`src/rtl/param_data_memory.sv`:
```
// Parametrised data memory: 1-cycle registered read with write-first bypass, post-reset clear sweep.
// Backpressure: busy is high for DEPTH edges after reset; requests then are dropped and raise sticky err.
module param_data_memory #(
    parameter int                DATA_W    = 8,
    parameter int                ADDR_W    = 8,
    parameter int                DEPTH     = 256,
    parameter logic [DATA_W-1:0] CLEAR_VAL = '0
) (
    input  logic              clk,
    input  logic              rst,
    input  logic              re,
    input  logic [ADDR_W-1:0] raddr,
    input  logic              we,
    input  logic [ADDR_W-1:0] waddr,
    input  logic [DATA_W-1:0] din,
    output logic [DATA_W-1:0] dout,
    output logic              rvalid,
    output logic              busy,
    output logic              err
);

    localparam int                PTR_W    = (DEPTH > 1) ? $clog2(DEPTH) : 1;
    localparam logic [ADDR_W:0]   DEPTH_X  = (ADDR_W + 1)'(DEPTH);
    localparam logic [PTR_W-1:0]  PTR_LAST = PTR_W'(DEPTH - 1);

    typedef enum logic {S_CLEAR, S_READY} state_t;

    state_t            state;
    state_t            state_nxt;
    logic [PTR_W-1:0]  ptr;
    logic [DATA_W-1:0] mem [DEPTH];

    logic              w_in_range;
    logic              r_in_range;
    logic              wr_ok;
    logic              rd_ok;
    logic              bypass;
    logic              bad_access;
    logic [PTR_W-1:0]  widx;
    logic [PTR_W-1:0]  ridx;

    always_ff @(posedge clk) begin
        if (!rst) begin
            state <= S_CLEAR;
        end else begin
            state <= state_nxt;
        end
    end

    always_comb begin
        state_nxt = state;
        if (state == S_CLEAR && ptr == PTR_LAST) begin
            state_nxt = S_READY;
        end
    end

    always_comb begin
        busy = (state == S_CLEAR);
    end

    // Range checks on the full address so no aliasing when DEPTH < 2**ADDR_W.
    always_comb begin
        w_in_range = {1'b0, waddr} < DEPTH_X;
        r_in_range = {1'b0, raddr} < DEPTH_X;
        wr_ok      = !busy && we && w_in_range;
        rd_ok      = !busy && re && r_in_range;
        bypass     = wr_ok && (waddr == raddr);
        bad_access = busy ? (re || we)
                          : ((we && !w_in_range) || (re && !r_in_range));
        widx       = waddr[PTR_W-1:0];
        ridx       = raddr[PTR_W-1:0];
    end

    always_ff @(posedge clk) begin
        if (!rst) begin
            ptr    <= '0;
            dout   <= '0;
            rvalid <= 1'b0;
            err    <= 1'b0;
        end else begin
            if (busy && ptr != PTR_LAST) begin
                ptr <= ptr + PTR_W'(1);
            end
            rvalid <= rd_ok;
            if (rd_ok) begin
                dout <= bypass ? din : mem[ridx];
            end
            if (bad_access) begin
                err <= 1'b1;
            end
        end
    end

    // Storage has no reset of its own; the clear sweep initialises it.
    always_ff @(posedge clk) begin
        if (rst) begin
            if (busy) begin
                mem[ptr] <= CLEAR_VAL;
            end else if (wr_ok) begin
                mem[widx] <= din;
            end
        end
    end

endmodule
```
`config.mk`:
```
export PLATFORM = sky130hd
export DESIGN_NAME = param_data_memory
export DESIGN_NICKNAME = d
export VERILOG_FILES = /design/src/rtl/param_data_memory.sv
export SDC_FILE = /design/constraint.sdc
export NUM_CORES = 2
export LEC_CHECK = 0
export CAP_MARGIN = 40
export CELL_PAD_IN_SITES_DETAIL_PLACEMENT = 1
export CELL_PAD_IN_SITES_GLOBAL_PLACEMENT = 2
export CORE_ASPECT_RATIO = 0.7
export CORE_MARGIN = 2
export CORE_UTILIZATION = 54
export DETAILED_ROUTE_END_ITERATION = 8
export PLACE_DENSITY = 0.9
export SLEW_MARGIN = 20
export SYNTH_ARGS = -nofsm -noshare
export SYNTH_HDL_FRONTEND = slang
export SYNTH_SLANG_ARGS = --single-unit
```
`constraint.sdc`:
```
create_clock -name clk -period 17.2 [get_ports clk]
set_clock_uncertainty 0.15 [all_clocks]
set_input_delay 2.58 -clock clk [delete_from_list [all_inputs] [get_ports clk]]
set_output_delay 2.58 -clock clk [all_outputs]
set_load 0.005 [all_outputs]
```
* After elaboration in Yosys (flattened, before gate mapping)
Memories as Yosys holds them, arrays and structs flattened. A register that Yosys moved wholly into a read port is not among the register bits.
Index checks and enable logic that the tools add are counted.
Widths: inputs -> output; s select.
** Storage, ports and cells
- Memories kept :: 1
- Bits in latches :: 0
- Output and inout port bits :: 11
- Memory bits (writable) :: 2048
- ROM bits :: 0
- Register bits :: 11
** Cells by class
- Shifts and indexed selects :: 0
- Eq/ne operators :: 2
- Divide/modulo/power cells :: 0
- Add/subtract/negate cells :: 1
- Bitwise operators :: 1
- Muxes and demuxes :: 11
- Multipliers :: 0
- $lt $le $gt $ge :: 0
- Reductions and logical operators :: 7
** Memories
- mem :: words 256, bits a word 8, rd ports 1, clocked after memory_dff 1, wr ports 1, RTL line 31 : logic [DATA_W-1:0] mem [DEPTH];
** Operator list (number)
- $mux 8 :: 2
- $mux 1 :: 9
- $add 8x1->8 const B :: 1
- $eq 8x8->1 const B :: 1
- $ne 8x8->1 const B :: 1
- $reduce_or 8->1 :: 1
- $logic_and 1x1->1 :: 4
- $logic_not 1->1 :: 1
- $logic_or 1x1->1 :: 1
- $not 1->1 :: 1

* Depth between registers and ports, before layout
- Depth in word-level cells :: 7
- Depth in mapped cells :: 13

* Worst setup path before layout
No wires, ideal clock.
- Path type :: input-to-reg
- Start :: in rst
- End :: mem mem[0][0], data pin
- Required time :: 16177 ps
- Stages on the path :: 6
- Path buffers :: 4
- Library setup time :: 873 ps
- Path slack :: 9452 ps
- Data arrival time :: 6725 ps
- Path through :: buf_6 -> and3_4 -> buf_6 -> buf_2 -> clkbuf_1 -> and2_1
** On the way
- Cells in the longest elaborated chain, start to end :: 4
** RTL lines
- start: declaration :: RTL line 10 : input logic rst,
- $mux 1 :: RTL line 96 : if (rst) begin
- $mux 1 (not written as such) :: RTL line 100 : mem[widx] <= din;
- $reduce_or 8->1 (no source line)
- $mux 8 (no source line)
- end: declaration :: RTL line 31
Every way passes these cells.

==> flow_summary.yaml <==
global_route:
  grt_pass1_wl_mm: 355
  grt_pass1_vias: 45500
  grt_antenna_before_repair: 15
  grt_start_max_net_pins: 190
  overflow: 0
  grt_usage: 0.334
drt:
  viasPerCell: 7.12
  drtIter0Drc: 7975
  firstDrtPassIters: 6
  post-route-drc-count: 0
  wirelength_mm: 257
  wl_per_cell_um: 40.3
  dr_total_vias: 45400
  ant_nets: 0
sta:
  setup_ws_ns: 10.17
  setup_viol: 0
  slew_headroom: 0.210
  fin_tns_setup_ns: 0
  period_minus_slack_ns: 7.03
  tightest_slew_ns: 1.19
  rsz0062_at_grt: "no"
  finalHoldViolCount: 0
  clock.fmax_ghz: 0.142
  slew_viol_final: 0
  period_share: 0.409
cts:
  htreeDepth: 4
  cts_setup_buffers: 0
  root_buffer: "clkbuf_16"
  cts_buffer_depth: 3
  cts_resized: 0
  tritoncts: "built"
  clkTransAtPathRegs_ns: 0.07
  numCtsBuffers: 180
  clock_sinks: 2067
  ctsHoldBuffers: 0
  clk-insertion-delay-late_ns: 0.83
floorplanning:
  start_util: 0.545
  core_um2: 148000
  die_w_um: 466
  ios: 39
  die_y_um: 328
  dieArea_um2: 153000
  rows: 118
synth:
  seq_area_frac_synth: 0.766
  synth_edf_count: 2048
  yosys.area.top_type: "edfxtp_1"
  synth-main-ff-cell: "edfxtp_1"
  synth_xor_area_frac: 0.00173
  yosysTopAreaCellShare: 0.761
  postSynthAreaPerCell_um2: 20.5
  synth-compound-area-share: 0.0311
  synth_fa_ha_area_frac: 0.000155
  muxShareOfSynthArea: 0.151
  synth_top_family_by_area: "multiplexers"
  async_flop_share: 0
  synth_area_um2: 80800
  syn_inst: 3941
  yosysWarnings: 0
  ys_types: 72
  synthTopCellsByArea: "edfxtp_1 76%, mux4_2 13%, mux2i_1 2.0%"
  synth_fp_nets: 3970
  synth-seq-cells: 2067
  synthSimpleGateAreaFrac: 0.0333
setup_path:
  worst-setup-path-type: "in -> reg"
  crit_path_end_kind: "register"
  start_kind: "input pin"
  critPathRequiredTime_ns: 17.71
  ff2ff_setup_slack_ns: 12.70
  path_max_fanout: 94
  critPathArrivalTime_ns: 7.55
placed_design:
  place_hpwl_mm: 152
  place.gp.congestion: 0.892
  place.port_buffers: 38
  dp_slack_ns: 9.63
hold_path:
  hp-class: "reg -> reg"
run:
  drv_cap: 0
final_layout:
  syn_to_final_growth_pct: 12.7
  final_common_cell: "edfxtp_1"
  n_fill_cell: 12300
  postLayoutCoreUtil: 0.614
  final_layout_size_suffix_gt1_frac: 0.243
  num-nets-final: 4252
  final_cell_mix: "2048 x edfxtp_1, 459 x mux4_2, 321 x nor2_1, 266 x buf_4, 183 x clkbuf_16"
power:
  ir_drop_mv: 0.135
  power_leakage_nw: 32.8
  powerDensity_nw_per_um2: 110
outcome:
  status: "completed"
[logic make-up (layout without fill, tap and decap cells)]
family,after synthesis,in the layout
and+or+nand+nor,613,613
DFF,2067,2067
AOI/OAI and AO/OA,358,358
other,0,26
muxes,638,638
xor gates and xnor gates,16,16
adders and majority gates,1,1
buffers and inverters,248,681
[Yosys cell counts (all sizes together), types with 6 or more instances]
cell,instances
nor4,6
o22ai,51
mux2,17
a2111oi,6
a211oi,16
xnor2,6
nor2,324
dfxtp,19
a311oi,7
o211ai,13
a31oi,14
nor2b,14
a22oi,69
and3,6
mux2i,162
nand2,113
or4,7
mux4,459
o221ai,14
nand3,48
and2,24
nor3,27
inv,6
or3,8
buf,124
a221oi,15
nand3b,10
nand2b,9
xor2,10
a22o,15
clkbuf,117
o21ai,45
a21oi,47
edfxtp,2048
o2111ai,6
[power by group]
| part | switching (mW) | leakage [nW] | internal, mW |
|---|---|---|---|
| clock | 1.90 | 2.84 | 2.25 |
| sequential | 0.00265 | 22.8 | 5.45 |
| combinational | 0.251 | 7.15 | 0.122 |
| total | 2.16 | 32.8 | 7.82 |
[layer usage]
| metal | track usage | routed length (um) | vias to the layer above |
|---|---|---|---|
| met5 | 0.00526 | 149 | - |
| met4 | 0.151 | 12700 | 12 |
| met3 | 0.103 | 37700 | 732 |
| met2 | 0.491 | 116000 | 4266 |
| met1 | 0.463 | 90300 | 23500 |
| li1 | - | - | 16900 |
[stage by stage]
step,std cells,power (mW),area (um2),hold slack [ns]
global placement,5817,5.91,83200,0.299
CTS,6233,9.94,89800,0.364
detailed placement,5900,5.92,84000,0.357
global route,6356,10.1,90900,0.379
finish,6380,9.97,91000,0.364
floorplan,3941,5.77,80800,0.313
[area by class of cell]
cell class	instances	area [um2]	share of cell area
Clock buffer	219	4710	0.0518
Clock inverter	114	1090	0.0120
Tap cell	1980	2480	0.0272
Timing Repair Buffer	341	3150	0.0346
Inverter	7	28.8	0.000316
Multi-Input combinational cell	1626	17600	0.193
Sequential cell	2067	61900	0.680
Antenna cell	26	65.1	0.000715
[worst max-delay path: stages]
cell and delay, ns:
buf_8 0.53, buf_4 0.54, buf_12 0.64, mux4_2 0.62, a22o_1 0.28, a221oi_1 0.83, o22ai_1 0.28, nor4_1 0.76
o32ai_1 0.18
[flip-flops by register name, summed over array words and instances (netlist names)]
name	flops
ptr	8
err	1
dout	8
rvalid	1
state	1
mem	2048
[final timing paths]
kind                               start     endpoint  cells after the start
worst max-delay path            raddr[0]      dout[0]                      9
worst min-delay path                 err          err                      2
worst max register to register     state  mem[117][1]                      6
worst min register to register       err          err                      2
Power figures use the tool's default switching activity.
